--- src/rtl/gcd_pkg.sv ---
// Shared definitions for the GCD job arbiter slice: FSM state encoding and
// default sizing constants used by the arbiter, its interface and sub-blocks.
package gcd_pkg;

    localparam int GCD_WIDTH_DEFAULT = 16;
    localparam int GCD_NREQ_MAX      = 16;

    typedef enum logic [1:0] {
        IDLE  = 2'd0,
        ISSUE = 2'd1,
        WAIT  = 2'd2,
        RESP  = 2'd3
    } gcd_arb_state_t;

endpackage

--- src/rtl/gcd_job_arbiter_if.sv ---
// Bundle of requester, engine and response signals around gcd_job_arbiter.
// The slave modport is the arbiter's view; master is the surrounding fabric.
interface gcd_job_arbiter_if #(
    parameter int N_REQ = 4,
    parameter int WIDTH = gcd_pkg::GCD_WIDTH_DEFAULT,
    parameter int ID_W  = $clog2(N_REQ)
);
    logic [N_REQ-1:0]       req_valid;
    logic [N_REQ-1:0]       req_ready;
    logic [N_REQ*WIDTH-1:0] req_a;
    logic [N_REQ*WIDTH-1:0] req_b;
    logic                   eng_go;
    logic [WIDTH-1:0]       eng_a;
    logic [WIDTH-1:0]       eng_b;
    logic                   eng_done;
    logic [WIDTH-1:0]       eng_result;
    logic                   rsp_valid;
    logic                   rsp_ready;
    logic [ID_W-1:0]        rsp_id;
    logic [WIDTH-1:0]       rsp_data;
    logic                   busy;

    modport slave (
        input  req_valid, req_a, req_b, eng_done, eng_result, rsp_ready,
        output req_ready, eng_go, eng_a, eng_b, rsp_valid, rsp_id, rsp_data, busy
    );

    modport master (
        output req_valid, req_a, req_b, eng_done, eng_result, rsp_ready,
        input  req_ready, eng_go, eng_a, eng_b, rsp_valid, rsp_id, rsp_data, busy
    );
endinterface

--- src/rtl/gcd_rr_arbiter.sv ---
// Purely combinational round-robin picker: scans req_valid starting at
// rr_ptr and returns the first pending requester as one-hot and index.
module gcd_rr_arbiter #(
    parameter int N_REQ = 4,
    parameter int ID_W  = $clog2(N_REQ)
) (
    input  logic [N_REQ-1:0] req_valid,
    input  logic [ID_W-1:0]  rr_ptr,
    input  logic             en,
    output logic [N_REQ-1:0] grant,
    output logic [ID_W-1:0]  grant_id
);
    logic [ID_W:0]   sum;
    logic [ID_W-1:0] idx;
    logic            found;

    // Walk the requesters in priority order rr_ptr, rr_ptr+1, ... (wrapping).
    // rr_ptr and the offset are both below N_REQ, so one subtraction wraps.
    always_comb begin
        grant    = '0;
        grant_id = '0;
        found    = 1'b0;
        sum      = '0;
        idx      = '0;
        for (int k = 0; k < N_REQ; k++) begin
            sum = {1'b0, rr_ptr} + (ID_W+1)'(k);
            if (sum >= (ID_W+1)'(N_REQ)) begin
                sum = sum - (ID_W+1)'(N_REQ);
            end
            idx = sum[ID_W-1:0];
            if (en && !found && req_valid[idx]) begin
                found      = 1'b1;
                grant[idx] = 1'b1;
                grant_id   = idx;
            end
        end
    end
endmodule

--- src/rtl/gcd_job_arbiter.sv ---
// Shares one GCD engine among N_REQ requesters: round-robin job pick,
// operand capture, engine start pulse, result return on a valid/ready port.
// Optional feature macro: GCD_ARB_ZERO_BYPASS_EN -- jobs with a zero operand
// are answered directly (gcd(0,x)=x) without starting the engine.
module gcd_job_arbiter
    import gcd_pkg::*;
#(
    parameter int N_REQ = 4,
    parameter int WIDTH = GCD_WIDTH_DEFAULT,
    parameter int ID_W  = $clog2(N_REQ)
) (
    input  logic             clk,
    input  logic             rst,
    gcd_job_arbiter_if.slave bus
);
    localparam logic [1:0]      ST_IDLE  = IDLE;
    localparam logic [1:0]      ST_ISSUE = ISSUE;
    localparam logic [1:0]      ST_WAIT  = WAIT;
    localparam logic [1:0]      ST_RESP  = RESP;
    localparam logic [ID_W-1:0] LAST_ID  = ID_W'(N_REQ - 1);

    logic [1:0]       state_q,  state_d;
    logic [ID_W-1:0]  rr_ptr_q, rr_ptr_d;
    logic [WIDTH-1:0] op_a_q,   op_a_d;
    logic [WIDTH-1:0] op_b_q,   op_b_d;
    logic [WIDTH-1:0] res_q,    res_d;
    logic [ID_W-1:0]  cur_id_q, cur_id_d;

    logic             arb_en;
    logic [N_REQ-1:0] grant;
    logic [ID_W-1:0]  grant_id;
    logic [WIDTH-1:0] sel_a;
    logic [WIDTH-1:0] sel_b;
    logic             zero_job;

    // Grants only in IDLE; held off while reset is asserted so req_ready
    // reads zero during reset even with requests pending.
    assign arb_en = (state_q == ST_IDLE) && !rst;

    gcd_rr_arbiter #(
        .N_REQ (N_REQ),
        .ID_W  (ID_W)
    ) u_rr (
        .req_valid (bus.req_valid),
        .rr_ptr    (rr_ptr_q),
        .en        (arb_en),
        .grant     (grant),
        .grant_id  (grant_id)
    );

    // One-hot AND-OR mux of the granted requester's operands.
    always_comb begin
        sel_a = '0;
        sel_b = '0;
        for (int i = 0; i < N_REQ; i++) begin
            if (grant[i]) begin
                sel_a = sel_a | bus.req_a[i*WIDTH +: WIDTH];
                sel_b = sel_b | bus.req_b[i*WIDTH +: WIDTH];
            end
        end
    end

`ifdef GCD_ARB_ZERO_BYPASS_EN
    assign zero_job = (sel_a == '0) || (sel_b == '0);
`else
    assign zero_job = 1'b0;
`endif

    // Next-state and capture logic for the IDLE/ISSUE/WAIT/RESP job cycle.
    always_comb begin
        state_d  = state_q;
        rr_ptr_d = rr_ptr_q;
        op_a_d   = op_a_q;
        op_b_d   = op_b_q;
        res_d    = res_q;
        cur_id_d = cur_id_q;
        case (state_q)
            ST_IDLE: begin
                if (|grant) begin
                    op_a_d   = sel_a;
                    op_b_d   = sel_b;
                    cur_id_d = grant_id;
                    rr_ptr_d = (grant_id == LAST_ID) ? '0 : grant_id + 1'b1;
                    if (zero_job) begin
                        res_d   = sel_a | sel_b;
                        state_d = ST_RESP;
                    end else begin
                        state_d = ST_ISSUE;
                    end
                end
            end
            ST_ISSUE: begin
                state_d = ST_WAIT;
            end
            ST_WAIT: begin
                if (bus.eng_done) begin
                    res_d   = bus.eng_result;
                    state_d = ST_RESP;
                end
            end
            ST_RESP: begin
                if (bus.rsp_ready) begin
                    state_d = ST_IDLE;
                end
            end
            default: begin
                state_d = ST_IDLE;
            end
        endcase
    end

    // State registers; reset abandons any in-flight job immediately.
    always_ff @(posedge clk or posedge rst) begin
        if (rst) begin
            state_q  <= ST_IDLE;
            rr_ptr_q <= '0;
            op_a_q   <= '0;
            op_b_q   <= '0;
            res_q    <= '0;
            cur_id_q <= '0;
        end else begin
            state_q  <= state_d;
            rr_ptr_q <= rr_ptr_d;
            op_a_q   <= op_a_d;
            op_b_q   <= op_b_d;
            res_q    <= res_d;
            cur_id_q <= cur_id_d;
        end
    end

    assign bus.req_ready = grant;
    assign bus.eng_go    = (state_q == ST_ISSUE);
    assign bus.eng_a     = op_a_q;
    assign bus.eng_b     = op_b_q;
    assign bus.rsp_valid = (state_q == ST_RESP);
    assign bus.rsp_id    = cur_id_q;
    assign bus.rsp_data  = res_q;
    assign bus.busy      = (state_q != ST_IDLE);
endmodule

--- src/flat_wrapper.sv ---
// flat-port wrapper written by rule: the top's interface ports become plain ports
module gcd_job_arbiter_flat import gcd_pkg::*;
#(
    parameter int N_REQ = 4,
    parameter int WIDTH = GCD_WIDTH_DEFAULT,
    parameter int ID_W  = $clog2(N_REQ)
)
  (clk, rst, bus_req_valid, bus_req_a, bus_req_b, bus_eng_done, bus_eng_result, bus_rsp_ready, bus_req_ready, bus_eng_go, bus_eng_a, bus_eng_b, bus_rsp_valid, bus_rsp_id, bus_rsp_data, bus_busy);
  gcd_job_arbiter_if #(.N_REQ(N_REQ), .WIDTH(WIDTH), .ID_W(ID_W)) bus_i ();
  input  logic clk;
  input  logic rst;
  input wire logic [$bits(bus_i.req_valid)-1:0] bus_req_valid;
  input wire logic [$bits(bus_i.req_a)-1:0] bus_req_a;
  input wire logic [$bits(bus_i.req_b)-1:0] bus_req_b;
  input wire logic [$bits(bus_i.eng_done)-1:0] bus_eng_done;
  input wire logic [$bits(bus_i.eng_result)-1:0] bus_eng_result;
  input wire logic [$bits(bus_i.rsp_ready)-1:0] bus_rsp_ready;
  output wire logic [$bits(bus_i.req_ready)-1:0] bus_req_ready;
  output wire logic [$bits(bus_i.eng_go)-1:0] bus_eng_go;
  output wire logic [$bits(bus_i.eng_a)-1:0] bus_eng_a;
  output wire logic [$bits(bus_i.eng_b)-1:0] bus_eng_b;
  output wire logic [$bits(bus_i.rsp_valid)-1:0] bus_rsp_valid;
  output wire logic [$bits(bus_i.rsp_id)-1:0] bus_rsp_id;
  output wire logic [$bits(bus_i.rsp_data)-1:0] bus_rsp_data;
  output wire logic [$bits(bus_i.busy)-1:0] bus_busy;
  assign bus_i.req_valid = bus_req_valid;
  assign bus_i.req_a = bus_req_a;
  assign bus_i.req_b = bus_req_b;
  assign bus_i.eng_done = bus_eng_done;
  assign bus_i.eng_result = bus_eng_result;
  assign bus_i.rsp_ready = bus_rsp_ready;
  assign bus_req_ready = bus_i.req_ready;
  assign bus_eng_go = bus_i.eng_go;
  assign bus_eng_a = bus_i.eng_a;
  assign bus_eng_b = bus_i.eng_b;
  assign bus_rsp_valid = bus_i.rsp_valid;
  assign bus_rsp_id = bus_i.rsp_id;
  assign bus_rsp_data = bus_i.rsp_data;
  assign bus_busy = bus_i.busy;
  gcd_job_arbiter #(.N_REQ(N_REQ), .WIDTH(WIDTH), .ID_W(ID_W)) u_core (.clk(clk), .rst(rst), .bus(bus_i));
endmodule
--- config.mk ---
export PLATFORM = sky130hd
export DESIGN_NAME = gcd_job_arbiter_flat
export DESIGN_NICKNAME = d
export VERILOG_FILES = /design/src/rtl/gcd_pkg.sv /design/src/rtl/gcd_job_arbiter_if.sv /design/src/rtl/gcd_rr_arbiter.sv /design/src/rtl/gcd_job_arbiter.sv /design/src/flat_wrapper.sv
export SDC_FILE = /design/constraint.sdc
export NUM_CORES = 1
export LEC_CHECK = 0
export CAP_MARGIN = 15
export CORE_UTILIZATION = 30
export DETAILED_ROUTE_END_ITERATION = 8
export MAX_ROUTING_LAYER = met4
export PLACE_DENSITY = 0.69
export SLEW_MARGIN = 20
export SYNTH_ARGS = -nofsm -noshare
export SYNTH_HDL_FRONTEND = slang
export SYNTH_SLANG_ARGS = --single-unit
--- constraint.sdc ---
create_clock -name clk -period 3.7 [get_ports clk]
set_input_delay 0.925 -clock clk [delete_from_list [all_inputs] [get_ports clk]]
set_output_delay 0.925 -clock clk [all_outputs]
set_load 0.005 [all_outputs]
==> results of run 1 <==
-- layer usage --
| layer | wire length (um) | track usage (%) | vias to the layer above |
|---|---|---|---|
| li1 | - | - | 1695 |
| met1 | 4750 | 23.0 | 1698 |
| met2 | 6240 | 39.6 | 169 |
| met3 | 887 | 4.58 | 7 |
| met4 | 80 | 3.92 | 0 |
| met5 | 0 | - | - |
-- kinds of logic (layout without fill, tap and decap cells) --
| kind of cell | count (synthesis) | after routing | synth area share (%) |
|---|---|---|---|
| AO/OA/AOI/OAI | 125 | 125 | 28.5 |
| AND/OR/NAND/NOR | 71 | 71 | 10.9 |
| flip-flops | 54 | 54 | 42.1 |
| buffers and inverters | 41 | 268 | 6.27 |
| multiplexers | 19 | 19 | 7.36 |
| adder cells (fa/ha/maj) | 11 | 11 | 4.29 |
| XOR/XNOR | 2 | 2 | 0.545 |
-- where the power goes --
part           switching (mW)  internal (mW)  leakage (nW)
logic                    1.17           1.40          1.58
registers               0.175          0.918         0.639
clock network           0.218          0.141        0.0502
total                    1.57           2.46          2.27
-- repair_timing --
item | 4_1_cts | 5_1_grt
buffers inserted | 7 | 1
hold endpoints to repair | 0 | 0
cloned | 0 | 1
endpoints found under the setup margin | 9 | 37
resized for setup | 19 | 2
-- metrics by stage --
stage	std cells	total power [mW]	util [%]
floorplan	323	2.40	-
global placement	669	3.48	53.5
finish	686	4.03	55.5
detailed placement	669	3.55	53.5
global route	686	4.33	55.5
CTS	684	3.97	55.1
-- worst max-delay path by stage --
stage | end | slack (ns) | cells after the start
after floorplan | bus_req_ready[0] | 0.23 | 6
after global placement | bus_req_ready[2] | -0.33 | 7
after detailed placement | bus_req_ready[2] | -0.37 | 7
after CTS | u_core.bus.eng_a[1]$_DFFE_PP0P_ | 0.06 | 14
after global routing | u_core.bus.eng_a[14]$_DFFE_PP0P_ | 0.007 | 14
final | bus_req_ready[0] | 0.07 | 9
-- flip-flops by register name, indices dropped and copies added, names as in the netlist, named ones only --
name / cells
u_core.bus.eng_a: 16
u_core.bus.eng_b: 16
u_core.bus.rsp_data: 16
u_core.bus.rsp_id: 2
u_core.state_q: 2
u_core.rr_ptr_q: 1
-- synth_stat cells (2+ instances only) --
cell type	count
a21oi_1	5
nand3_2	2
o211ai_1	5
clkbuf_1	15
dfrtp_1	54
ha_1	11
nand2_1	4
a211o_1	2
buf_6	5
mux2_2	17
nor3_1	6
xnor2_1	2
nor2_1	41
a221o_1	2
inv_1	15
mux4_2	2
a211oi_1	2
a22oi_1	64
buf_2	5
a31oi_1	33
nor2b_1	3
a211o_2	2
nand3_1	5
-- worst reg2reg max path, stage by stage, from the launching register on --
cell	delay, ns
dfrtp_1	0.50
inv_1	0.15
ha_1	0.42
mux4_2	0.44
a21oi_1	0.23
a211o_1	0.15
nand3_2	0.09
buf_4	0.28
or4_2	0.73
clkbuf_16	0.25
nor2_1	0.11
a31oi_1	0.04
-- cell type report --
class | count | area (um^2) | area share, %
Inverter | 15 | 56.3 | 0.978
Sequential cell | 54 | 1350 | 23.5
Timing Repair Buffer | 245 | 2400 | 41.7
Multi-Input combinational cell | 228 | 1680 | 29.2
Tap cell | 136 | 170 | 2.96
Clock inverter | 3 | 28.8 | 0.500
Clock buffer | 5 | 68.8 | 1.20
==> results.json, run 1 <==
{
  "vias_per_cell": 5.20,
  "num_io_pins": 209,
  "place.gp.congestion": 0.804,
  "hold-path-endpoint": "u_core.bus.rsp_id[0]$_DFFE_PP0P_",
  "rows": 37,
  "crit_arrival_ns": 2.70,
  "ys_seq_elements": 54,
  "first_pass_iters": 4,
  "drv_slew": 0,
  "synth_area_um2": 3210,
  "rsz0062_at_grt": "false",
  "cts_tree": "built",
  "final-hold-violation-count": 0,
  "crit_type": "in2out",
  "hpwl_um": 8750,
  "synth_top_area_share_pct": 42.1,
  "final.setup.tns_ns": 0,
  "synthCells": 323,
  "outcome": "completed",
  "r2r_cells": 11,
  "setup_ws_ns": 0.0749,
  "grt_pass1_vias": 3623,
  "initial_core_util_pct": 31.0,
  "yosys_warnings": 0,
  "fp.coreArea_um2": 10400,
  "portBuffers": 208,
  "layout_commonest_cell": "clkdlybuf4s50_1",
  "synth-edff-count": 0,
  "die_h_um": 105,
  "ir_worst_vdd_mv": 0.380,
  "required_ns": 2.77,
  "min_period_over_period_pct": 98.0,
  "antenna_found_initial": 0,
  "clock_skew_ns": 0.00927,
  "crit_path_frequent_cell": "buf_6",
  "cts_buffers": 5,
  "crit_path_start_kind": "primary input",
  "syn_avg_cell_area_um2": 9.94,
  "slew_headroom_pct": 56.6,
  "clockBufferDepth": 2,
  "htree_levels": 2,
  "synth_seq_area_share_pct": 42.1,
  "cpPeakStageDelay_ns": 0.52,
  "max_slew.worst_pin.slew_ns": 0.650,
  "area.growth.synth_to_final_pct": 79.3,
  "grtUsageTotal_pct": 21.2,
  "grt_pass1_wl_um": 17900,
  "ys.flop_type": "dfrtp_1",
  "globalRoute.totalOverflow": 0,
  "synthTopCellsByArea": "dfrtp_1, a22oi_1, a31oi_1",
  "p_leak_nw": 2.27,
  "power-per-cell-area_nw_per_um2": 700,
  "syn_nets": 486,
  "yosysUniqueCellTypes": 44,
  "vias": 3569,
  "rr_endpoint": "u_core.bus.eng_b[12]$_DFFE_PP0P_",
  "path_clk_slew_ns": 0.10,
  "cts-root-buf": "clkbuf_8",
  "cp_num_buf_inv": 6,
  "design_area_um2": 5760,
  "hold_slack_ns": 0.490,
  "path_max_fanout": 9,
  "layout-drive-gt1-share_pct": 14.2,
  "hp-start": "u_core.bus.rsp_id[0]$_DFFE_PP0P_",
  "hold_class": "reg2reg",
  "crit_chain": "dlygate4sd2_1 -> buf_6 -> mux4_2 -> buf_6 -> buf_6 -> buf_6 -> a211o_1 -> nand3_2 -> buf_2",
  "clk_latency_ns": 0.32,
  "synth_top_area_cell": "dfrtp_1",
  "finalSetupViolCount": 0,
  "chipWidth_um": 105,
  "startpoint": "bus_req_valid[0]",
  "layout_common_cells": "clkdlybuf4s50_1, a22oi_1, dfrtp_1",
  "endpoint_kind": "output port",
  "fin_nets": 712,
  "drtAntennaViolNets": 0,
  "cpMaxStageDelayCell": "mux4_2",
  "finalWirelength_um": 12000,
  "period_minus_slack_ns": 3.63,
  "drt_iter0_drc": 223,
  "maxCapViolCount": 0,
  "min_path_cells": 2,
  "drc_errors": 0,
  "rrSetupSlack_ns": 0.21,
  "pre_cts_ws_ns": -0.372,
  "ctsHoldBuffers": 0,
  "cts_sinks": 54,
  "dieArea_um2": 11100,
  "async_flop_share_pct": 100,
  "wl_per_cell_um": 17.4,
  "fill_cells": 952,
  "antennaDiodeCount": 0,
  "max_freq_mhz": 276,
  "cp_top_family": "buffers and inverters",
  "grt_max_degree": 69,
  "place_area_um2": 5540
}
Power figures use the tool's default switching activity.
==> run 2: changes to the inputs <==
Settings changed: SLEW_MARGIN 20 to unset.
==> results of run 2 <==
Same layout as run 1: the final DEF is identical, and so are final timing and power.
==> run 3: changes to the inputs <==
Settings changed: CORE_ASPECT_RATIO set to 1.5, SLEW_MARGIN set to 0.
==> run 3 against run 2 <==
Against the previous run: cell area is 0.83% higher; critical path depth is 4 lower; power is 6.2% higher; non-clock buffer count is 7 lower; register-to-register slack better by 0.29 ns; core utilization is 1.1 points higher; via count is 0.95% higher; largest cell class unchanged; largest power group unchanged; highest routed layer unchanged.
==> results.json, run 3 (synthesized netlist as in run 1, its figures left out) <==
{
  "instances_no_fill": 684,
  "clock_skew_ns": 0.00492,
  "min_period_over_period_pct": 97.0,
  "grt_pass1_wl_um": 19600,
  "final_util_pct": 56.7,
  "hold_slack_ns": 0.505,
  "hpwl_um": 10000,
  "path_max_fanout": 10,
  "crit_arrival_ns": 2.66,
  "grtUsageTotal_pct": 24.0,
  "crit_type": "in2out",
  "ctsHoldBuffers": 0,
  "grt_pass1_vias": 3607,
  "vias": 3603,
  "endpoint_kind": "output port",
  "p_leak_nw": 2.26,
  "final-hold-violation-count": 0,
  "slew_headroom_pct": 56.7,
  "pre_cts_ws_ns": -0.428,
  "place.gp.congestion": 0.894,
  "num_io_pins": 209,
  "period_minus_slack_ns": 3.59,
  "dp.cells": 671,
  "dieArea_um2": 11100,
  "cts_tree": "built",
  "cts_sinks": 54,
  "fp.coreArea_um2": 10200,
  "clk_latency_ns": 0.30,
  "power-per-cell-area_nw_per_um2": 737,
  "antenna_found_initial": 0,
  "wl_per_cell_um": 19.7,
  "drt_iter0_drc": 147,
  "antennaDiodeCount": 0,
  "initial_core_util_pct": 31.3,
  "rsz0062_at_grt": "false",
  "vias_per_cell": 5.27,
  "area.growth.synth_to_final_pct": 80.8,
  "cts-root-buf": "clkbuf_16",
  "hold_class": "reg2reg",
  "required_ns": 2.77,
  "layout-drive-gt1-share_pct": 13.1,
  "finalSetupViolCount": 0,
  "layout_common_cells": "clkdlybuf4s50_1, a22oi_1, dfrtp_1",
  "area.sequential_um2": 1350,
  "drv_slew": 0,
  "r2r_cells": 11,
  "first_pass_iters": 5,
  "fin_nets": 705,
  "layout_commonest_cell": "clkdlybuf4s50_1",
  "die_h_um": 129,
  "rrSetupSlack_ns": 0.50,
  "setup_ws_ns": 0.113,
  "rr_endpoint": "u_core.bus.eng_a[4]$_DFFE_PP0P_",
  "maxCapViolCount": 0,
  "fill_cells": 947,
  "cts_buffers": 5,
  "finalWirelength_um": 13400,
  "htree_levels": 2,
  "crit_path_start_kind": "primary input",
  "portBuffers": 208,
  "setup.worst_path.end": "bus_req_ready[3]",
  "grt_max_degree": 35,
  "drc_errors": 0,
  "drtAntennaViolNets": 0,
  "clockBufferDepth": 2,
  "chipWidth_um": 86.5,
  "max_freq_mhz": 279,
  "globalRoute.totalOverflow": 0,
  "outcome": "completed",
  "path_clk_slew_ns": 0.07,
  "startpoint": "bus_req_valid[2]",
  "ir_worst_vdd_mv": 0.322,
  "rows": 45,
  "max_slew.worst_pin.slew_ns": 0.648,
  "multi_input_area_um2": 1680
}
-- run 3: how the worst min path moves through the flow --
stage / from / end / slack, ns / cells after the start
2_1_floorplan: u_core.bus.rsp_id[0]$_DFFE_PP0P_ / u_core.bus.rsp_id[0]$_DFFE_PP0P_ / 0.46 / 2
3_3_place_gp: u_core.bus.rsp_id[0]$_DFFE_PP0P_ / u_core.bus.rsp_id[0]$_DFFE_PP0P_ / 0.47 / 2
3_5_place_dp: u_core.bus.rsp_id[0]$_DFFE_PP0P_ / u_core.bus.rsp_id[0]$_DFFE_PP0P_ / 0.49 / 2
4_1_cts: u_core.bus.rsp_data[14]$_DFFE_PP0P_ / u_core.bus.rsp_data[14]$_DFFE_PP0P_ / 0.51 / 1
5_1_grt: u_core.bus.rsp_data[3]$_DFFE_PP0P_ / u_core.bus.rsp_data[3]$_DFFE_PP0P_ / 0.52 / 1
6_report: u_core.bus.rsp_data[14]$_DFFE_PP0P_ / u_core.bus.rsp_data[14]$_DFFE_PP0P_ / 0.51 / 1
-- run 3: worst max-delay path, stage by stage --
cell	delay (ns)
clkdlybuf4s50_1	0.46
mux4_2	0.58
a211o_2	0.38
nand3_2	0.09
clkdlybuf4s15_1	0.23
-- run 3: per-layer routing --
metal  up-vias  part of all wire [%]  routed length, um  GRT usage (%)
met2       132                    53               7070           43.0
met3        31                   7.0                937           5.52
met5         -                     0                  0              -
li1       1679                     -                  -              -
met1      1761                    37               4930           24.7
met4         0                   3.9                519           11.0
-- run 3: metrics by stage --
step,area (um^2),power (mW),setup TNS [ns]
2_1_floorplan,3210,2.40,0
3_3_place_gp,5530,3.53,-14.09
3_5_place_dp,5530,3.60,-14.53
4_1_cts,5760,4.24,0
5_1_grt,5810,4.55,0
6_report,5810,4.28,0
-- run 3: report_power, final --
part	total, mW	internal (mW)	switching (mW)
clock network	0.498	0.272	0.225
registers	1.09	0.921	0.168
logic	2.69	1.43	1.26
-- run 3: cell type report --
class                           count  share of cell area, %
Timing Repair Buffer              238                   41.0
Multi-Input combinational cell    228                   29.0
Sequential cell                    54                   23.3
Tap cell                          141                   3.04
Clock buffer                        6                   2.39
Inverter                           15                  0.970
Clock inverter                      2                  0.280
-- run 3: what timing repair did --
item,in CTS,in global routing
gates cloned,1,1
setup endpoints to repair,39,40
gates resized for setup,17,8
setup buffers,3,0
pin swaps,4,4
